**config.mk**
```make
export PLATFORM = sky130hd
export DESIGN_NAME = mem_access_unit
export DESIGN_NICKNAME = d
export VERILOG_FILES = /design/src/rtl/mem_access_pkg.sv /design/src/rtl/mem_lane_align.sv /design/src/rtl/mem_access_unit.sv
export SDC_FILE = /design/constraint.sdc
export NUM_CORES = 1
export LEC_CHECK = 0
export ABC_AREA = 1
export CORE_UTILIZATION = 45
export DETAILED_ROUTE_END_ITERATION = 6
export PLACE_DENSITY = 0.79
export SYNTH_ARGS = -nofsm -noshare
export SYNTH_HDL_FRONTEND = slang
export SYNTH_SLANG_ARGS = --single-unit
export TNS_END_PERCENT = 100
```
**constraint.sdc**
```tcl
create_clock -name clock -period 2.5 [get_ports clock]
set_clock_uncertainty 0.15 [all_clocks]
set_input_delay 0.25 -clock clock [delete_from_list [all_inputs] [get_ports clock]]
set_output_delay 0.25 -clock clock [all_outputs]
set_load 0.05 [all_outputs]
```
**src/rtl/mem_access_pkg.sv**
```systemverilog
// mem_access_pkg: shared widths, funct3 codes, state encoding and alignment helper for the load/store unit
package mem_access_pkg;
  localparam int XLEN = 64;
  localparam logic [XLEN-1:0] ADDR_MASK = 64'hFFFF_FFFF_FFFF_FFF8;
  localparam logic [2:0] F3_B  = 3'b000;
  localparam logic [2:0] F3_H  = 3'b001;
  localparam logic [2:0] F3_W  = 3'b010;
  localparam logic [2:0] F3_D  = 3'b011;
  localparam logic [2:0] F3_BU = 3'b100;
  localparam logic [2:0] F3_HU = 3'b101;
  localparam logic [2:0] F3_WU = 3'b110;
  typedef enum logic [1:0] {IDLE, RD, WR, RESP} state_t;
  function automatic logic [2:0] align_bits(input logic [2:0] f3);
    return f3[1:0] == 2'd0 ? 3'b000 : f3[1:0] == 2'd1 ? 3'b001 : f3[1:0] == 2'd2 ? 3'b011 : 3'b111;
  endfunction
endpackage

```
**src/rtl/mem_lane_align.sv**
```systemverilog
// mem_lane_align: combinational load extract/extend and store byte-merge within one doubleword
module mem_lane_align
  import mem_access_pkg::*;
(
  input  logic [XLEN-1:0] rdata,
  input  logic [XLEN-1:0] wdata,
  input  logic [2:0]      offset,
  input  logic [2:0]      funct3,
  output logic [XLEN-1:0] load_data,
  output logic [XLEN-1:0] merge_data
);
  function automatic logic [XLEN-1:0] extract(input logic [XLEN-1:0] d, input logic [2:0] off, input logic [2:0] f3);
    logic [XLEN-1:0] s;
    s = d >> {off, 3'b000};
    return f3[1:0] == 2'd0 ? {{56{s[7] & ~f3[2]}}, s[7:0]} :
           f3[1:0] == 2'd1 ? {{48{s[15] & ~f3[2]}}, s[15:0]} :
           f3[1:0] == 2'd2 ? {{32{s[31] & ~f3[2]}}, s[31:0]} : s;
  endfunction
  function automatic logic [XLEN-1:0] merge(input logic [XLEN-1:0] d, input logic [XLEN-1:0] w, input logic [2:0] off, input logic [2:0] f3);
    logic [XLEN-1:0] m;
    m = f3[1:0] == 2'd0 ? 64'hFF : f3[1:0] == 2'd1 ? 64'hFFFF : f3[1:0] == 2'd2 ? 64'hFFFF_FFFF : '1;
    m = m << {off, 3'b000};
    return (d & ~m) | ((w << {off, 3'b000}) & m);
  endfunction
  assign load_data  = extract(rdata, offset, funct3);
  assign merge_data = merge(rdata, wdata, offset, funct3);
endmodule

```
**src/rtl/mem_access_unit.sv**
```systemverilog
// mem_access_unit: memory-stage load/store initiator with read-modify-write stores; MISALIGN_TRAP_EN makes misaligned accesses errors
module mem_access_unit
  import mem_access_pkg::*;
(
  input  logic            clock,
  input  logic            reset,
  input  logic            req_valid,
  output logic            req_ready,
  input  logic            is_load,
  input  logic            is_store,
  input  logic [2:0]      funct3,
  input  logic [XLEN-1:0] addr,
  input  logic [XLEN-1:0] store_data,
  output logic            resp_valid,
  output logic            resp_err,
  output logic [XLEN-1:0] load_data,
  output logic [XLEN-1:0] Mem_Addr,
  output logic [XLEN-1:0] Write_Data,
  output logic            memRead,
  output logic            memWrite,
  input  logic [XLEN-1:0] Read_Data
);
  state_t state, state_n;
  logic [XLEN-1:0] rdata_q, sdata_q, ext_data;
  logic [2:0] f3_q, off_q, off_req;
  logic load_q, err_q, hs, illegal, misalign, err_req;
  assign hs = req_valid & (state == IDLE) & (is_load | is_store);
  assign illegal = (is_load & is_store) | (funct3 == 3'b111) | (is_store & funct3[2]);
`ifdef MISALIGN_TRAP_EN
  assign misalign = |(addr[2:0] & align_bits(funct3));
  assign off_req = addr[2:0];
`else
  assign misalign = 1'b0;
  assign off_req = addr[2:0] & ~align_bits(funct3);
`endif
  assign err_req = illegal | misalign;
  always_comb begin
    state_n = state;
    req_ready = 1'b0;
    resp_valid = 1'b0;
    memRead = 1'b0;
    memWrite = 1'b0;
    state_n = state == IDLE ? (hs ? (err_req ? RESP : RD) : IDLE) :
              state == RD   ? (load_q ? RESP : WR) :
              state == WR   ? RESP : IDLE;
    req_ready = state == IDLE;
    resp_valid = state == RESP;
    memRead = state == RD;
    memWrite = state == WR;
  end
  always_ff @(posedge clock) begin
    if (reset) begin
      state <= IDLE;
      rdata_q <= '0;
      sdata_q <= '0;
      f3_q <= '0;
      off_q <= '0;
      load_q <= 1'b0;
      err_q <= 1'b0;
      Mem_Addr <= '0;
    end else begin
      state <= state_n;
      if (hs) begin
        f3_q <= funct3;
        off_q <= off_req;
        sdata_q <= store_data;
        load_q <= is_load & ~is_store;
        err_q <= err_req;
        if (!err_req) Mem_Addr <= addr & ADDR_MASK;
      end
      if (state == RD) rdata_q <= Read_Data;
    end
  end
  mem_lane_align u_align (
    .rdata(rdata_q),
    .wdata(sdata_q),
    .offset(off_q),
    .funct3(f3_q),
    .load_data(ext_data),
    .merge_data(Write_Data)
  );
  assign resp_err = resp_valid & err_q;
  assign load_data = (resp_valid & load_q & ~err_q) ? ext_data : '0;
endmodule

```
## Yosys cells after proc, flatten, opt, wreduce, memory -nomap -nowiden

Index checks and enable logic that the tools add are counted.

- Shift-type cells: 3
- Equal/unequal tests: 8
- Multiplexer cells: 16
- Reductions and logical operators: 4
- Bitwise logic cells: 24

Operator list:

| cell | count |
|---|---|
| two-way mux 64 bit | 7 |
| AND 64 bit | 2 |
| << shifter 64 x 6 -> 64 bit | 2 |
| inverter 64 bit | 1 |
| bitwise OR 64 bit | 1 |
| >> shifter 64 x 6 -> 64 bit | 1 |
| AND 1 bit | 11 |
| two-way mux 2 bit | 5 |
| two-way mux 3 bit | 3 |
| equality test 2 bit, second input constant | 4 |
| equality test 2 x 1 -> 1 bit, second input constant | 3 |
| logical NOT 2 bit | 3 |
| inverter 1 bit | 4 |
| AND 3 bit | 1 |
| equality test 3 bit, second input constant | 1 |
| inverter 3 bit | 1 |
| bitwise OR 1 bit | 3 |
| AND reduction 2 bit | 1 |
| two-way mux 1 bit | 1 |

- Register bits: 199
- Output and inout bits: 197

## Logic depth before layout (Yosys ltp)

- Depth after elaboration: 8
- Mapped depth: 12

## Cells and area by module

From an unflattened synthesis, not the netlist that was laid out.

- Cell total of the unflattened synthesis: 2,258
- Area, all modules: 13,108.8 sq um

Modules (own cells, without submodules):

| module | instances | area each (sq um) | cells each | seq. area each (sq um) |
|---|---|---|---|---|
| mem_access_unit | 1 | 8,059.0 | 1,155 | 3,983.8 |
| mem_lane_align | 1 | 5,049.8 | 1,103 | 0.0 |

## Worst setup path after synthesis

OpenSTA, ideal clock, no wires.

- Path type: reg-to-output
- Start: register state[0]
- End: output port load_data[24]
- Arrival: 2.564 ns
- Buffers on the path: 1
- Path slack: -0.464 ns
- Stages on the path, launching flop included: 9
- Path through: dfxtp_1 ha_1 nand2_1 nor2_2 nand2_1 nand2_4 nand2_4 buf_6 a21oi_1

- Cells in the longest elaborated chain, start to end: 4

RTL lines:

| item | line | RTL |
|---|---|---|
| from (decl) | mem_access_unit.sv:23 | `state_t state, state_n;` |
| from (signal assigned) | mem_access_unit.sv:62 | `state <= state_n;` |
| equality test 2 bit | mem_access_unit.sv:47 | `resp_valid = state == RESP;` |
| net resp_valid | mem_access_unit.sv:14 | `output logic resp_valid,` |
| AND 1 bit (2 in series) | mem_access_unit.sv:83 | `assign load_data = (resp_valid & load_q & ~err_q) ? ext_data : '0;` |
| two-way mux 64 bit | mem_access_unit.sv:83 |  |
| to (decl) | mem_access_unit.sv:16 | `output logic [XLEN-1:0] load_data,` |

The timed path passes the listed nets, and every way through them passes these cells.

## Final worst setup path

- Start: register off_q[0]
- End: output port load_data[14]

- Cells in the longest elaborated chain, start to end: 5
- Elaborated cells on any way between the ends: 6

RTL lines:

| item | line | RTL |
|---|---|---|
| from (decl) | mem_access_unit.sv:25 | `logic [2:0] f3_q, off_q, off_req;` |
| from (signal assigned) | mem_access_unit.sv:65 | `off_q <= off_req;` |
| >> shifter 64 x 6 -> 64 bit (*) | mem_lane_align.sv:14 | `s = d >> {off, 3'b000};` |
| two-way mux 64 bit | mem_lane_align.sv:17 | `f3[1:0] == 2'd2 ? {{32{s[31] & ~f3[2]}}, s[31:0]} : s;` |
| two-way mux 64 bit | mem_lane_align.sv:16 | `f3[1:0] == 2'd1 ? {{48{s[15] & ~f3[2]}}, s[15:0]} :` |
| two-way mux 64 bit (*) | mem_lane_align.sv:15 | `return f3[1:0] == 2'd0 ? {{56{s[7] & ~f3[2]}}, s[7:0]} :` |
| two-way mux 64 bit (*) | mem_access_unit.sv:83 |  |

Mark *: on every way between the ends. The rest lies on a longest branch, timed or not.

==> key figures <==
Clock network
  – Clk Latency, worst-skew pair: 0.45 ns
  – CTS Root Cell: clkbuf_16
  – CTS sink cnt: 199
  – Total CTS buffers: 17
  – H-tree depth: 4
  – CTS tree: done
  – Max clock buf depth: 2
  – CTS clock-pin slew for the worst setup and hold paths: 0.10 ns

Critical path
  – Worst r2r path cells: 9
  – Arr. time, crit path: 2.35 ns
  – Crit. End Element: output port
  – R2R Setup Slk: 0.41 ns
  – CP startpoint: off_q[0]$_SDFFE_PP0P_
  – Critical R2R Capture: sdata_q[46]$_SDFFE_PP0P_
  – Crit path required time: 2.10 ns
  – Crit start category: flip-flop
  – Worst-path fanout max: 12
  – RR Startpoint: state[0]$_SDFF_PP0_
  – Crit path capture: load_data[14]
  – Crit Path Class: reg2out

Floorplan
  – Initial Util: 0.464
  – Die Span Y: 164 um
  – I/O pin cnt: 397
  – Die X: 164 um
  – Num rows: 58
  – Die area: 26800 sq um
  – Core area: 25400 sq um

Logic synthesis
  – Compound-cell area share of the yosys netlist: 0.284
  – Post-synthesis sequential area ratio: 0.338
  – Largest family of logic cells by synthesized area: compound AO/OA/AOI/OAI gates
  – Mapped Area: 11800 sq um
  – Adder-Cell Fraction of Synth Area: 0.00425
  – Synth cell types: 45
  – Synthesized area per cell: 6.39 sq um
  – Post-Synth XOR/XNOR Area: 0
  – Synth Instances: 1842
  – Yosys warns: 0
  – Number of synthesized register bits: 199
  – Post-synthesis mux area share: 0.00988
  – Synth Area in Simple Gates: 0.254

Pwr
  – Clock Power Share: 0.271
  – Sw Ratio: 0.418
  – Peak VDD IR: 0.440 mV
  – Power, Total: 0.0117 W
  – Pwr dens: 588 nW/um^2
  – Net Sw Power: 0.00489 W
  – Leakage: 8.04 nW
  – Logic gate share of total power: 0.411
  – Seq pwr share: 0.319
  – Internal power: 0.00682 W

Finish
  – Fin nets: 2496
  – Most frequent cells in the layout: nand2_1 (310), o21ai_0 (272), clkdlybuf4s50_1 (264), nor2_1 (256), dfxtp_1 (193)
  – Non-filler cells, final: 2636
  – Final instance area: 19900 sq um
  – Commonest non-fill, non-tap cell in the layout: nand2_1
  – Layout Utilization: 0.785
  – Layout cells sized above 1: 0.242
  – Layout area overhead: 69.2%

Status
  – Failing checks: setup timing
  – Status: finished, violations left

STA
  – Fmax: 364 MHz
  – Final Hold Fails: 0
  – Slew HR: 0.543
  – Worst slew pin tran: 0.683 ns
  – Max Transition Viols Final: 0
  – PnR worst setup slack: -0.248 ns
  – Tmin final: 2.75 ns
  – RSZ-0062 raised after global routing: yes
  – Final Setup Violations: 120
  – Final worst path period share: 1.10

Routing
  – Wirelength, routed: 62400 um
  – Routed via count: 15800
  – Initial drt markers: 1975
  – DR vias/cell: 5.98
  – DRC: 0
  – Post-route ant nets: 0
  – Drt wl/cell: 23.7 um
  – TritonRoute pass-1 iters: 6

GRT
  – Largest net degree at the start of global routing: 71
  – GRT Overall Usage: 0.446
  – Vias in the first global route: 14800
  – Gr ovfl total: 0
  – First-pass GRT wire length: 88700 um
  – Number of antenna violations at the first check in global routing: 1

Place
  – Placed instance count: 2566
  – Placement Setup Slack: -0.0919 ns
  – DP HPWL: 46100 um
  – # port buffers: 393
  – GPL Wtd Cong: 1.06
  – Placement Cell Area: 18000 sq um

Worst hold path
  – HP Class: in2reg

Job
  – Max-cap viol count: 0
cells by family (layout without fill, tap and decap cells):
kind of cell    count (synthesis)  after routing
buf+inv                       290            750
simple gates                  712            713
mux                            11             11
flops                         199            199
compound gates                625            625
other cells                     1              4
fa+ha+maj                       4              4
power groups by stage:
stage	Clock [W]	Sequential, W	Combinational, W
2_1_floorplan	0	0.00395	0.00200
3_3_place_gp	0	0.00375	0.00433
3_5_place_dp	0	0.00376	0.00437
4_1_cts	0.00313	0.00370	0.00457
5_1_grt	0.00327	0.00374	0.00500
6_report	0.00317	0.00373	0.00481
layer usage:
metal  vias to the layer above  global-route usage  part of all wire
met2                      1226               0.731              0.45
met5                         -                   0                 0
met1                      7242               0.520              0.35
li1                       7004                   -                 -
met3                       302              0.0899              0.11
met4                         0               0.317             0.087
sequential cells by signal, summed over array words and instances (netlist names):
register	cells
off_q	3
rdata_q	64
state	2
sdata_q	64
err_q	1
f3_q	3
Mem_Addr	61
load_q	1
worst max-delay path: stages (launching register included):
cell	delay, ns
dfxtp_4	0.40
buf_8	0.16
buf_4	0.16
clkbuf_16	0.19
o21ai_2	0.18
nor2_1	0.06
a31oi_1	0.27
a21oi_1	0.14
a21oi_2	0.19
buf_12	0.16
synth_stat cells (all sizes together):
| master | instances | area [sq um] |
|---|---|---|
| o31ai | 3 | 22.5 |
| a31oi | 24 | 150 |
| o221ai | 1 | 8.76 |
| o2111ai | 2 | 17.5 |
| clkbuf | 72 | 270 |
| conb | 1 | 3.75 |
| nand3 | 77 | 443 |
| a22oi | 1 | 7.51 |
| a21boi | 2 | 15.0 |
| inv | 142 | 533 |
| and2 | 3 | 18.8 |
| nand2 | 338 | 1320 |
| o21ai | 385 | 1930 |
| ha | 4 | 50.1 |
| o21a | 10 | 75.1 |
| a2bb2oi | 1 | 8.76 |
| dfxtp | 199 | 3980 |
| mux2i | 6 | 60.1 |
| a21oi | 156 | 811 |
| mux2 | 5 | 56.3 |
| a211oi | 11 | 82.6 |
| o211ai | 21 | 158 |
| o21bai | 1 | 7.51 |
| o22ai | 6 | 37.5 |
| a221oi | 1 | 8.76 |
| nor2 | 291 | 1190 |
| buf | 76 | 488 |
| or2 | 3 | 18.8 |
stage by stage:
step                      TNS [ns]  hold slack [ns]
after floorplan             -0.861            0.169
after global placement     -0.0969            0.286
after detailed placement   -0.0919            0.295
after CTS                   -11.04            0.211
after global routing        -19.48            0.233
final                       -14.36            0.212
repair_timing:
item / CTS / global route
resized for setup: 157 / 118
buffers inserted: 11 / 18
gates cloned: 4 / 4
pin swaps: 16 / 29
hold endpoints to repair: 0 / 0
endpoints found under the setup margin: 127 / 126
hold buffers: 0 / 0
worst min-delay path by stage:
stage | startpoint | to | slack [ns] | cells after the start
4_1_cts | Read_Data[15] | rdata_q[15]$_SDFFE_PP0P_ | 0.21 | 3
5_1_grt | Read_Data[32] | rdata_q[32]$_SDFFE_PP0P_ | 0.23 | 3
2_1_floorplan | reset | off_q[0]$_SDFFE_PP0P_ | 0.17 | 1
3_3_place_gp | sdata_q[61]$_SDFFE_PP0P_ | sdata_q[61]$_SDFFE_PP0P_ | 0.29 | 2
6_report | Read_Data[15] | rdata_q[15]$_SDFFE_PP0P_ | 0.21 | 3
3_5_place_dp | sdata_q[60]$_SDFFE_PP0P_ | sdata_q[60]$_SDFFE_PP0P_ | 0.29 | 2
area by class of cell:
type                       count  area [sq um]
antenna                        1          2.50
clock buffer                  17           425
clock inverter                15           238
fill                        1780          5470
inverter                     142           546
multi-input combinational   1356          7380
sequential                   199          4000
tap                          330           413
timing repair buffer         576          6920
(Power assumes the default switching activity.)
